**src/rtl/riscv_wb_pkg.sv**
```systemverilog
// riscv_wb_pkg: shared widths and writeback-arbiter state encoding.
package riscv_wb_pkg;
    localparam int XLEN = 32;
    localparam int RA_W = 5;
    typedef enum logic [1:0] {IDLE, PEND, FORCE} wb_arb_state_t;
endpackage

```
**src/rtl/wb_port_arbiter.sv**
```systemverilog
// wb_port_arbiter: shares the register-file write port between core writeback and a one-entry long-latency buffer.
// Optional WB_ARB_FWD_EN adds a forwarding path out of the pending buffer.
module wb_port_arbiter
    import riscv_wb_pkg::*;
#(
    parameter int MAX_WAIT = 4
) (
    input  logic            clk,
    input  logic            rst_n,
    input  logic            core_we,
    input  logic [RA_W-1:0] core_rd,
    input  logic [XLEN-1:0] core_data,
    input  logic            lu_valid,
    output logic            lu_ready,
    input  logic [RA_W-1:0] lu_rd,
    input  logic [XLEN-1:0] lu_data,
    output logic            rf_we,
    output logic [RA_W-1:0] rf_rd,
    output logic [XLEN-1:0] rf_wdata,
    output logic            core_stall
`ifdef WB_ARB_FWD_EN
    ,
    input  logic [RA_W-1:0] rs1,
    input  logic [RA_W-1:0] rs2,
    output logic            fwd1_hit,
    output logic            fwd2_hit,
    output logic [XLEN-1:0] fwd_data
`endif
);
    wb_arb_state_t   state_q, state_d;
    logic            buf_valid_q, buf_valid_d;
    logic [RA_W-1:0] buf_rd_q, buf_rd_d;
    logic [XLEN-1:0] buf_data_q, buf_data_d;
    logic [3:0]      wait_cnt_q, wait_cnt_d;
    logic            core_wr;

    always_ff @(posedge clk or negedge rst_n) begin
        if (!rst_n) begin
            state_q     <= IDLE;
            buf_valid_q <= 1'b0;
            buf_rd_q    <= '0;
            buf_data_q  <= '0;
            wait_cnt_q  <= '0;
        end else begin
            state_q     <= state_d;
            buf_valid_q <= buf_valid_d;
            buf_rd_q    <= buf_rd_d;
            buf_data_q  <= buf_data_d;
            wait_cnt_q  <= wait_cnt_d;
        end
    end

    assign lu_ready = !buf_valid_q;
    assign core_wr  = core_we && core_rd != '0;

    always_comb begin
        state_d     = state_q;
        buf_valid_d = buf_valid_q;
        buf_rd_d    = buf_rd_q;
        buf_data_d  = buf_data_q;
        wait_cnt_d  = wait_cnt_q;
        rf_we       = core_wr;
        rf_rd       = core_rd;
        rf_wdata    = core_data;
        core_stall  = 1'b0;
        case (state_q)
            IDLE: begin
                // rd=0 results are handshake-only; a same-cycle core write to lu_rd is younger and wins
                if (lu_valid && lu_ready && lu_rd != '0 && !(core_wr && core_rd == lu_rd)) begin
                    state_d     = PEND;
                    buf_valid_d = 1'b1;
                    buf_rd_d    = lu_rd;
                    buf_data_d  = lu_data;
                    wait_cnt_d  = '0;
                end
            end
            PEND: begin
                if (!core_wr) begin
                    rf_we       = 1'b1;
                    rf_rd       = buf_rd_q;
                    rf_wdata    = buf_data_q;
                    state_d     = IDLE;
                    buf_valid_d = 1'b0;
                    wait_cnt_d  = '0;
                end else if (core_rd == buf_rd_q) begin
                    state_d     = IDLE;
                    buf_valid_d = 1'b0;
                    wait_cnt_d  = '0;
                end else begin
                    wait_cnt_d = wait_cnt_q + 4'd1;
                    state_d    = (wait_cnt_q == 4'(MAX_WAIT - 1)) ? FORCE : PEND;
                end
            end
            FORCE: begin
                rf_we       = 1'b1;
                rf_rd       = buf_rd_q;
                rf_wdata    = buf_data_q;
                core_stall  = 1'b1;
                state_d     = IDLE;
                buf_valid_d = 1'b0;
                wait_cnt_d  = '0;
            end
            default: state_d = IDLE;
        endcase
        rf_we = rf_we && rst_n;
    end

`ifdef WB_ARB_FWD_EN
    assign fwd1_hit = buf_valid_q && rs1 == buf_rd_q && rs1 != '0;
    assign fwd2_hit = buf_valid_q && rs2 == buf_rd_q && rs2 != '0;
    assign fwd_data = buf_data_q;
`endif
endmodule
```
**config.mk**
```make
export PLATFORM = sky130hd
export DESIGN_NAME = wb_port_arbiter
export DESIGN_NICKNAME = d
export VERILOG_FILES = /design/src/rtl/riscv_wb_pkg.sv /design/src/rtl/wb_port_arbiter.sv
export SDC_FILE = /design/constraint.sdc
export NUM_CORES = 1
export LEC_CHECK = 0
export CORE_MARGIN = 2
export CORE_UTILIZATION = 40
export DETAILED_ROUTE_END_ITERATION = 10
export GPL_TIMING_DRIVEN = 0
export PLACE_DENSITY = 0.9
export SYNTH_ARGS = -nofsm -noshare
export SYNTH_HDL_FRONTEND = slang
export SYNTH_SLANG_ARGS = --single-unit
```
**constraint.sdc**
```tcl
create_clock -name clk -period 2.5 [get_ports clk]
set_clock_uncertainty 0.05 [all_clocks]
set_input_delay 0.375 -clock clk [delete_from_list [all_inputs] [get_ports clk]]
set_output_delay 0.375 -clock clk [all_outputs]
set_load 0.005 [all_outputs]
```
==> metrics.cfg <==
[clock_tree]
insertion_delay_ns=0.29
cts_buffer_depth=2
htree_levels=2
clkSinkCount=44
cts_tree=built
cts_buffers=5
clkTransAtPathRegs_ns=0.08
cts_root_buffer=clkbuf_8

[synthesis]
synthFlopType=dfrtp_1
synthMuxAreaShare_pct=22.19
synth_top_family_by_area=multiplexers
synthAdderAreaFrac_pct=2.528
synth_edf_count=0
async_reset_ff_share_pct=100.0
synth-seq-area-share_pct=44.49
syn_nets=272
synth_compound_area_share_pct=18.35
synth_area_leader_cell=dfrtp_1
ys_warn_count=0
syn_area_um2=2475
ys_types=38
synth_area_leaders=dfrtp_1 (44%), mux2_4 (18%), a22o_1 (13%)
synth_xor_area_share_pct=3.539
synth_cells=189
synth.avg_cell_area_um2=13.09
synth.top_cell.area_share_pct=44.49
synth-seq-cells=44
synthSimpleGateAreaFrac_pct=5.106

[power_and_ir_drop]
p_int_w=0.001078
seqPwrFrac_pct=51.4
comb_power_share_pct=18.6
power_leakage_nw=2.019
swShare_pct=21.99
clkPwrFrac_pct=30.0
power_density_nw_per_um2=336.9
p_sw_w=0.0003040
vdd_drop_max_mv=0.2380

[timing]
layout_min_cycle_time_ns=2.608
relSlewSlack_pct=68.36
rsz0062_at_grt=true
fmax_mhz=383.4
fin_ws_ns=-0.1085
period_share_pct=104.3
hold_viol=0
setup_viol=28
worst_pin_slew_ns=0.4702
maxSlewViolCount=0

[global_routing]
grt_first_pass_wirelength_um=10900
grt_pass1_vias=2241
gr-usage-all-layers_pct=21.41
grt-ovfl-total=0
antenna_found_initial=0
grt_start_max_net_pins=43

[layout]
fin_nets=431
area_growth_pct=65.77
drive_gt1_share_pct=40.23
seqCellArea_um2=1101
diodes=0
fill_cells=450
multi_input_area_um2=1300
utilization_pct=68.89

[floorplan]
floorplan.die_area_um2=6833
fp-row-count=28
start_util_pct=41.55
fp.dieH_um=82.66
dieWidth_um=82.66
boundaryPins=118
coreArea_um2=5956

[worst_setup_path]
cp_max_fo=7
crit_top_cell=buf_8
arrival_ns=2.18
crit_path_start_kind=input pin
cp_slowest_cell=or4_4
slowest_delay_ns=0.53
criticalPathCategory=in -> out
end_kind=output port
worstPathCellList=buf_8, or4_4, o211ai_1, nand2_4, buf_8, buf_6, a22o_1, buf_2
crit_required_ns=2.08

[placement]
pre_cts_ws_ns=-1.110
routabilityCongestion=0.7173
hpwl_um=4855
numPortBuffers=117

[min_path]
hp-class=in -> async

[status]
violations=setup timing
status=finished with violations

[routing]
ant_nets=0
postRouteWirelength_um=7208
vias=2145
drc=0
avgViaCountPerCell=5.071
first_pass_iters=4
wl_per_cell_um=17.04
drtIter0Drc=78

[job]
maxCapViolCount=0

==> metal layers <==
| metal | wire [um] | track usage (%) | up-vias | share of wire (%) |
|---|---|---|---|---|
| li1 | - | - | 1031 | - |
| met1 | 2969 | 25.62 | 1036 | 41 |
| met2 | 3706 | 37.50 | 70 | 51 |
| met3 | 447 | 5.870 | 8 | 6.2 |
| met4 | 83 | 6.393 | 0 | 1.2 |
| met5 | 0 | 0 | - | 0 |
==> power by group through the flow <==
stage          sequential (W)  combinational, W  clock, W
6_report             0.000711          0.000257  0.000414
5_1_grt              0.000711          0.000275  0.000459
2_1_floorplan        0.000725         0.0000522         0
3_3_place_gp         0.000725          0.000258         0
3_5_place_dp         0.000725          0.000266         0
4_1_cts              0.000711          0.000241  0.000422
==> state kept, by name, indices dropped and copies added, names as in the netlist <==
register,flops
wait_cnt_q,4
buf_data_q,32
buf_valid_q,1
state_q,2
buf_rd_q,5
==> cells by family after synthesis <==
| group | after synthesis |
|---|---|
| adder cells (fa/ha/maj) | 5 |
| AND/OR/NAND/NOR | 18 |
| XOR/XNOR | 10 |
| AO/OA/AOI/OAI | 57 |
| buffers and inverters | 16 |
| multiplexers | 39 |
| flip-flops | 44 |
==> cell usage after synthesis, types with 3 or more instances <==
| cell type | number |
|---|---|
| buf_6 | 4 |
| mux2_2 | 7 |
| o21ai_0 | 7 |
| buf_2 | 3 |
| a22o_1 | 37 |
| clkbuf_1 | 3 |
| xnor2_1 | 3 |
| dfrtp_1 | 44 |
| inv_1 | 6 |
| xor2_1 | 7 |
| ha_1 | 5 |
| mux2_4 | 30 |
==> layout make-up <==
class / instances / share of cell area, %
repair buffers: 152 / 33.73
well taps: 75 / 2.287
flip-flops and latches: 44 / 26.84
clock buffers: 6 / 1.769
inverters: 6 / 0.5489
plain buffers: 10 / 3.019
clock inverters: 1 / 0.1220
multi-input cells: 129 / 31.69
==> critical path, delay by kind of cell <==
kind	cells	cell delay (ns)
compound gates	2	0.58
simple gates	2	0.73
buf+inv	4	0.49
==> path summary, 6_finish.rpt <==
check	start	to	slack [ns]	depth (start not counted)
min in group clk	wait_cnt_q[0]	wait_cnt_q[0]	0.46	1
max in group asynchronous	rst_n	buf_data_q[19]	1.60	3
max reg2reg	state_q[1]	wait_cnt_q[1]	0.31	7
min	rst_n	buf_data_q[17]	0.43	2
min reg2reg	wait_cnt_q[0]	wait_cnt_q[0]	0.46	1
max	core_rd[4]	rf_wdata[10]	-0.11	8
==> layout by cell type, fill, tap and decap left out, types with 2 or more instances in the layout <==
| cell | Yosys | final |
|---|---|---|
| xnor2_1 | 3 | 3 |
| a22o_1 | 37 | 37 |
| nand2_4 | 1 | 2 |
| clkbuf_8 | 0 | 7 |
| buf_2 | 3 | 39 |
| dfrtp_1 | 44 | 44 |
| mux2i_1 | 2 | 2 |
| nor3_1 | 2 | 2 |
| inv_1 | 6 | 6 |
| xor2_1 | 7 | 7 |
| buf_4 | 0 | 13 |
| o21ai_1 | 2 | 2 |
| buf_6 | 4 | 21 |
| ha_1 | 5 | 5 |
| buf_8 | 0 | 6 |
| mux2_4 | 30 | 30 |
| o211ai_1 | 2 | 2 |
| o21ai_0 | 7 | 6 |
| clkbuf_16 | 0 | 2 |
| clkdlybuf4s50_1 | 0 | 74 |
| buf_12 | 0 | 2 |
| nand2b_1 | 2 | 2 |
| mux2_2 | 7 | 7 |
==> stage by stage <==
stage | instances | cell area (um^2) | power [W] | hold slack [ns] | setup TNS [ns]
floorplan | 189 | 2475 | 0.0007776 | 0.02941 | 0
global placement | 381 | 3740 | 0.0009837 | 0.4403 | -51.87
detailed placement | 382 | 3755 | 0.0009910 | 0.1467 | -47.16
CTS | 416 | 3996 | 0.001374 | 0.3804 | -1.422
global route | 423 | 4103 | 0.001445 | 0.4323 | -4.480
finish | 423 | 4103 | 0.001382 | 0.4287 | -2.046
==> timing repair <==
action	CTS	global route
resized for setup	209	8
hold buffers	1	0
setup endpoints to repair	38	68
gates cloned	6	2
setup buffers	20	5
pin swaps	28	15
hold endpoints to repair	3	0
(Power assumes the default switching activity.)
